## config.mk

```make
export PLATFORM = sky130hd
export DESIGN_NAME = ps2_key_decoder
export DESIGN_NICKNAME = d
export VERILOG_FILES = /design/src/rtl/ps2_key_decoder.sv
export SDC_FILE = /design/constraint.sdc
export NUM_CORES = 1
export LEC_CHECK = 0
export CORE_UTILIZATION = 40
export DETAILED_ROUTE_END_ITERATION = 10
export HOLD_SLACK_MARGIN = 0.02
export PLACE_DENSITY = 0.57
export SLEW_MARGIN = 20
export SYNTH_ARGS = -nofsm -noshare
export SYNTH_HDL_FRONTEND = slang
export SYNTH_SLANG_ARGS = --single-unit
```

## constraint.sdc

```tcl
create_clock -name clk -period 6.16 [get_ports clk]
set_input_delay 0.616 -clock clk [delete_from_list [all_inputs] [get_ports clk]]
set_output_delay 0.616 -clock clk [all_outputs]
set_load 0.005 [all_outputs]
```

## src/rtl/ps2_key_decoder.sv

```systemverilog
// ps2_key_decoder
//   Takes the make/break event levels and scancode from the PS/2 frame
//   receiver, which runs in the ps2_clk domain. Synchronises the events
//   into clk, tracks shift / caps lock / E0-extended state, translates
//   scancode set 2 make codes to ASCII and queues the characters in a
//   FIFO behind a valid/ready handshake.
//
// Ports
//   clk            system clock, at least 8x the PS/2 clock rate
//   reset          synchronous, active-high reset
//   key_down_in    make-event level (ps2_clk domain)
//   key_up_in      break-event level (ps2_clk domain)
//   key_in         scancode, stable while either event level is high
//   ascii_ready    consumer accepts the FIFO head
//   ascii_valid    FIFO not empty
//   ascii_data     FIFO head character (0 while empty)
//   shift_active   left or right shift currently held
//   caps_lock      caps lock toggle state
//   fifo_count     current FIFO occupancy
//   fifo_overflow  sticky: a character was dropped on a full FIFO
module ps2_key_decoder #(
    parameter int FIFO_DEPTH  = 8,
    parameter int SYNC_STAGES = 2
) (
    input  logic                          clk,
    input  logic                          reset,
    input  logic                          key_down_in,
    input  logic                          key_up_in,
    input  logic [7:0]                    key_in,
    input  logic                          ascii_ready,
    output logic                          ascii_valid,
    output logic [7:0]                    ascii_data,
    output logic                          shift_active,
    output logic                          caps_lock,
    output logic [$clog2(FIFO_DEPTH):0]   fifo_count,
    output logic                          fifo_overflow
);

    localparam int PW = $clog2(FIFO_DEPTH);
    localparam int CW = PW + 1;

    localparam logic [7:0] CODE_EXT    = 8'hE0;
    localparam logic [7:0] CODE_LSHIFT = 8'h12;
    localparam logic [7:0] CODE_RSHIFT = 8'h59;
    localparam logic [7:0] CODE_CAPS   = 8'h58;

    // Returns {hit, character}. Letters are case-flipped by shift XOR caps;
    // digits only respond to shift.
    function automatic logic [8:0] map_code(input logic [7:0] code,
                                            input logic       shift,
                                            input logic       caps);
        logic [7:0] lc;
        logic [7:0] ch;
        logic       hit;
        lc  = 8'h00;
        ch  = 8'h00;
        hit = 1'b1;
        case (code)
            8'h1C: lc = "a";  8'h32: lc = "b";  8'h21: lc = "c";
            8'h23: lc = "d";  8'h24: lc = "e";  8'h2B: lc = "f";
            8'h34: lc = "g";  8'h33: lc = "h";  8'h43: lc = "i";
            8'h3B: lc = "j";  8'h42: lc = "k";  8'h4B: lc = "l";
            8'h3A: lc = "m";  8'h31: lc = "n";  8'h44: lc = "o";
            8'h4D: lc = "p";  8'h15: lc = "q";  8'h2D: lc = "r";
            8'h1B: lc = "s";  8'h2C: lc = "t";  8'h3C: lc = "u";
            8'h2A: lc = "v";  8'h1D: lc = "w";  8'h22: lc = "x";
            8'h35: lc = "y";  8'h1A: lc = "z";
            8'h16: ch = shift ? "!" : "1";
            8'h1E: ch = shift ? "@" : "2";
            8'h26: ch = shift ? "#" : "3";
            8'h25: ch = shift ? "$" : "4";
            8'h2E: ch = shift ? "%" : "5";
            8'h36: ch = shift ? "^" : "6";
            8'h3D: ch = shift ? "&" : "7";
            8'h3E: ch = shift ? "*" : "8";
            8'h46: ch = shift ? "(" : "9";
            8'h45: ch = shift ? ")" : "0";
            8'h29: ch = 8'h20;
            8'h5A: ch = 8'h0D;
            8'h66: ch = 8'h08;
            8'h0D: ch = 8'h09;
            8'h76: ch = 8'h1B;
            default: hit = 1'b0;
        endcase
        if (lc != 8'h00) begin
            ch = (shift ^ caps) ? (lc - 8'h20) : lc;
        end
        return {hit, ch};
    endfunction

    // ------------------------------------------------------------------
    // Event synchronisers and rising-edge detection
    // ------------------------------------------------------------------
    logic [SYNC_STAGES-1:0] down_sync;
    logic [SYNC_STAGES-1:0] up_sync;
    logic                   down_prev;
    logic                   up_prev;
    logic                   down_rise;
    logic                   up_rise;

    assign down_rise = down_sync[SYNC_STAGES-1] & ~down_prev;
    assign up_rise   = up_sync[SYNC_STAGES-1]   & ~up_prev;

    // NOTE: sequential state uses non-blocking assignments so every register
    // samples its inputs from before the edge, independent of statement order.
    always_ff @(posedge clk) begin
        if (reset) begin
            down_sync <= '0;
            up_sync   <= '0;
            down_prev <= 1'b0;
            up_prev   <= 1'b0;
        end else begin
            down_sync <= {down_sync[SYNC_STAGES-2:0], key_down_in};
            up_sync   <= {up_sync[SYNC_STAGES-2:0], key_up_in};
            down_prev <= down_sync[SYNC_STAGES-1];
            up_prev   <= up_sync[SYNC_STAGES-1];
        end
    end

    // Registered event. key_in is stable while the source level is high,
    // and the level has been high for SYNC_STAGES cycles by now.
    logic       ev_down;
    logic       ev_up;
    logic [7:0] ev_code;

    always_ff @(posedge clk) begin
        if (reset) begin
            ev_down <= 1'b0;
            ev_up   <= 1'b0;
            ev_code <= 8'h00;
        end else begin
            ev_up   <= up_rise;
            ev_down <= down_rise & ~up_rise;   // a simultaneous break wins
            if (down_rise || up_rise) begin
                ev_code <= key_in;
            end
        end
    end

    // ------------------------------------------------------------------
    // Modifier tracking and character generation
    // ------------------------------------------------------------------
    logic       lshift, rshift, caps_held, ext;
    logic       lshift_n, rshift_n, caps_lock_n, caps_held_n, ext_n;
    logic       push;
    logic [8:0] mapped;

    assign shift_active = lshift | rshift;
    // Uses modifier state from before this event.
    assign mapped       = map_code(ev_code, shift_active, caps_lock);

    // NOTE: every combinational output is defaulted first so no path
    // through the branches can leave a value held, which would infer a latch.
    always_comb begin
        lshift_n    = lshift;
        rshift_n    = rshift;
        caps_lock_n = caps_lock;
        caps_held_n = caps_held;
        ext_n       = ext;
        push        = 1'b0;
        if (ev_down && ev_code == CODE_EXT) begin
            ext_n = 1'b1;
        end else if ((ev_down || ev_up) && ext) begin
            ext_n = 1'b0;                      // extended key: swallowed whole
        end else if (ev_up) begin
            case (ev_code)
                CODE_LSHIFT: lshift_n    = 1'b0;
                CODE_RSHIFT: rshift_n    = 1'b0;
                CODE_CAPS:   caps_held_n = 1'b0;
                default:     ;
            endcase
        end else if (ev_down) begin
            case (ev_code)
                CODE_LSHIFT: lshift_n = 1'b1;
                CODE_RSHIFT: rshift_n = 1'b1;
                CODE_CAPS: begin
                    // Typematic repeats arrive while caps_held is set.
                    if (!caps_held) begin
                        caps_lock_n = ~caps_lock;
                        caps_held_n = 1'b1;
                    end
                end
                default: push = mapped[8];
            endcase
        end
    end

    always_ff @(posedge clk) begin
        if (reset) begin
            lshift    <= 1'b0;
            rshift    <= 1'b0;
            caps_lock <= 1'b0;
            caps_held <= 1'b0;
            ext       <= 1'b0;
        end else begin
            lshift    <= lshift_n;
            rshift    <= rshift_n;
            caps_lock <= caps_lock_n;
            caps_held <= caps_held_n;
            ext       <= ext_n;
        end
    end

    // ------------------------------------------------------------------
    // Character FIFO
    // ------------------------------------------------------------------
    logic [7:0]    mem [FIFO_DEPTH];
    logic [PW-1:0] wr_ptr;
    logic [PW-1:0] rd_ptr;
    logic [CW-1:0] count;
    logic          full;
    logic          pop;
    logic          do_push;

    assign full        = (count == CW'(FIFO_DEPTH));
    assign ascii_valid = (count != '0);
    assign pop         = ascii_valid & ascii_ready;
    // A pop in the same cycle frees the slot, so a full FIFO still accepts.
    assign do_push     = push & (~full | pop);
    assign fifo_count  = count;
    assign ascii_data  = ascii_valid ? mem[rd_ptr] : 8'h00;

    always_ff @(posedge clk) begin
        if (reset) begin
            wr_ptr        <= '0;
            rd_ptr        <= '0;
            count         <= '0;
            fifo_overflow <= 1'b0;
        end else begin
            if (do_push) wr_ptr <= wr_ptr + PW'(1);
            if (pop)     rd_ptr <= rd_ptr + PW'(1);
            count <= count + CW'(do_push) - CW'(pop);
            if (push && full && !pop) fifo_overflow <= 1'b1;
        end
    end

    // NOTE: the storage array has no reset; only entries between the
    // pointers are ever read, and ascii_data is forced to 0 while empty.
    always_ff @(posedge clk) begin
        if (do_push) mem[wr_ptr] <= mapped[7:0];
    end

endmodule
```

==> run_results.csv <==
group,metric,value,unit
power_and_ir_drop,pwr-share-comb,0.244,
global_route,met3_usage,0.03294,
die,core,0.01206,mm2
clocking,tritoncts,"yes",
clocking,clock_path_buffers,2,
global_route,grt_pass1_wl,17330,um
die,initial_utilization,0.4116,
power_and_ir_drop,p_total,1.785,mW
global_route,met2_usage,0.2924,
power_and_ir_drop,seqPwrFrac,0.432,
synth,syn_nets,457,
clocking,path_clk_slew,0.07,ns
die,die-area,0.01286,mm2
power_and_ir_drop,pwr_density_cell,313.4,mW/mm2
timing,fmax,0.2559,GHz
synth,async_flop_share,0,
timing,fin_tns_setup,0,ns
clocking,postCtsHoldBufs,0,
die,die_y,113.4,um
global_route,busiest_layer,"met2",
setup_path,crit_path_end_kind,"flip-flop",
power_and_ir_drop,leakage,1.837,nW
clocking,cts-root-buf,"clkbuf_16",
die,die_w,113.4,um
timing,worst_pin_slew,1.043,ns
setup_path,cp.arrival,4.12,ns
power_and_ir_drop,power.switching,0.4820,mW
outcome,status,"completed",
timing,setup_viol_count_final,0,
routing,drc,0,
timing,whs,0.4203,ns
run,drv_cap,0,
global_route,gr-usage-all-layers,0.1762,
final_layout,mostFrequentLayoutCells,"64 x edfxtp_1, 52 x nor2_1, 35 x dfxtp_1",
power_and_ir_drop,p_int,1.303,mW
power_and_ir_drop,peakVddDrop,0.1758,mV
placement,hpwl,7278,um
global_route,grt_max_degree,35,
timing,skew,0.007789,ns
power_and_ir_drop,p_sw_frac,0.2700,
worst_hold_path,min_path_type,"flip-flop to flip-flop",
timing,period_minus_slack,3.907,ns
timing,period_share,0.6343,
synth,ys_ff_latch,99,
routing,vias,3330,
placement,portBuffers,28,
placement,gp_congestion,0.8898,
setup_path,cp_max_fo,31,
synth,yosysUniqueCellTypes,60,
final_layout,area_growth,14.74,%
timing,slew_violations,0,
synth,ys_warn_count,0,
routing,via_per_inst,5.354,
routing,drt_wl_total,10490,um
clocking,ctsResizeCount,0,
routing,wl_per_cell,16.87,um
final_layout,final_net_count,473,
timing,relSlewSlack,0.3027,
final_layout,antenna_cells,0,
power_and_ir_drop,clkPwrFrac,0.324,
synth,synth_edf_count,64,
clocking,cts_made_buffers,9,
global_route,grt_overflow,0,
setup_path,cp-start-kind,"flip-flop",
timing,rsz0062_at_grt,"no",
synth,synthFlopType,"edfxtp_1",
routing,drtIter0Drc,244,
clocking,cts_setup_buffers,0,
placement,dpl_worst_slack,2.274,ns
global_route,antenna_found_initial,0,
clocking,clock_latency,0.34,ns
final_layout,final_common_cell,"edfxtp_1",
synth,synthCells,433,
routing,ant_nets,0,
timing,hold_violations,0,
synth,ys_seq_area_frac,0.5282,
synth,netlist_area,0.004965,mm2
die,ios,29,
clocking,cts_max_level,3,
final_layout,drive_above_1_share,0.1167,
setup_path,cp.required,6.38,ns
global_route,use_met1,0.2372,
synth,avgSynthCellArea,11.47,um2
die,rows,40,
setup_path,path_class,"flip-flop to flip-flop",
clocking,cts.sink_count,99,
routing,drt-pass1-iter-count,4,
timing,fin_ws,2.253,ns
global_route,grt_pass1_vias,3236,
## final cells by class
| class | instances | area (um2) |
|---|---|---|
| clock inverters | 7 | 91.34 |
| fillers | 1109 | 6365 |
| clock buffers | 9 | 225.2 |
| flip-flops and latches | 99 | 2623 |
| repair buffers | 35 | 332.8 |
| well taps | 168 | 210.2 |
| inverters | 15 | 56.30 |
| multi-input cells | 289 | 2158 |
## stage by stage
stage | cell area [um2] | std cells | utilization
2_1_floorplan | 4965 | 433 | -
3_3_place_gp | 5370 | 606 | 0.4452
3_5_place_dp | 5375 | 606 | 0.4456
4_1_cts | 5692 | 622 | 0.4719
5_1_grt | 5697 | 622 | 0.4723
6_report | 5697 | 622 | 0.4723
## registers in the layout, summed over array words and instances (netlist names), 2 cells and up, named ones only
name / count
mem: 64
ev_code: 8
fifo_count: 4
rd_ptr: 3
wr_ptr: 3
down_sync: 2
up_sync: 2
## power groups by stage
stage / Combinational (mW) / Sequential (mW) / Clock, mW
6_report: 0.436 / 0.772 / 0.578
2_1_floorplan: 0.292 / 0.757 / 0
5_1_grt: 0.491 / 0.778 / 0.621
3_5_place_dp: 0.443 / 0.787 / 0
3_3_place_gp: 0.440 / 0.787 / 0
4_1_cts: 0.445 / 0.773 / 0.597
## worst max-delay path, stage by stage (launching register included)
cell	delay, ns
dfxtp_1	0.98
or2_2	0.28
nor3_1	0.04
and4_1	0.26
or4b_1	0.52
a21oi_2	0.20
nand3_2	0.27
ha_1	0.37
inv_1	0.04
ha_1	0.20
fa_1	0.39
xnor2_1	0.17
nor2_1	0.05
## cell usage after synthesis, drive strengths merged (9+ instances only)
| master | n | area [um2] |
|---|---|---|
| edfxtp | 64 | 1922 |
| nor2 | 53 | 201.5 |
| dfxtp | 35 | 700.7 |
| nor2b | 22 | 137.6 |
| a21oi | 18 | 93.84 |
| mux2i | 18 | 180.2 |
| o21ai | 18 | 90.08 |
| clkbuf | 17 | 63.81 |
| nand2 | 17 | 63.81 |
| mux4 | 16 | 360.4 |
| inv | 15 | 56.30 |
| nor3 | 14 | 70.07 |
| buf | 13 | 73.82 |
| nand3 | 13 | 75.07 |
| ha | 10 | 125.1 |
| nand2b | 9 | 56.30 |
## final timing paths
path	from	endpoint	depth (start not counted)	slack, ns
setup / recovery	ev_code[3]	fifo_count[2]	12	2.25
hold / removal	up_prev	ev_up	1	0.42
setup reg to reg	ev_code[3]	fifo_count[2]	12	2.25
hold reg to reg	up_prev	ev_up	1	0.42
## routing by layer
layer	part of all wire	vias up
met1	0.46	1596
met3	0.034	10
li1	-	1651
met2	0.49	73
met5	0	-
met4	0.010	0
## logic make-up (layout without fill, tap and decap cells)
family	Yosys count	after routing	synth area share
flip-flops	99	99	0.5282
multiplexers	36	36	0.1134
XOR/XNOR	8	8	0.01411
adder cells (fa/ha/maj)	11	11	0.02923
AO/OA/AOI/OAI	67	67	0.08719
AND/OR/NAND/NOR	167	167	0.1888
buffers and inverters	45	66	0.03906
No activity file was read; power rests on OpenSTA's default activity.
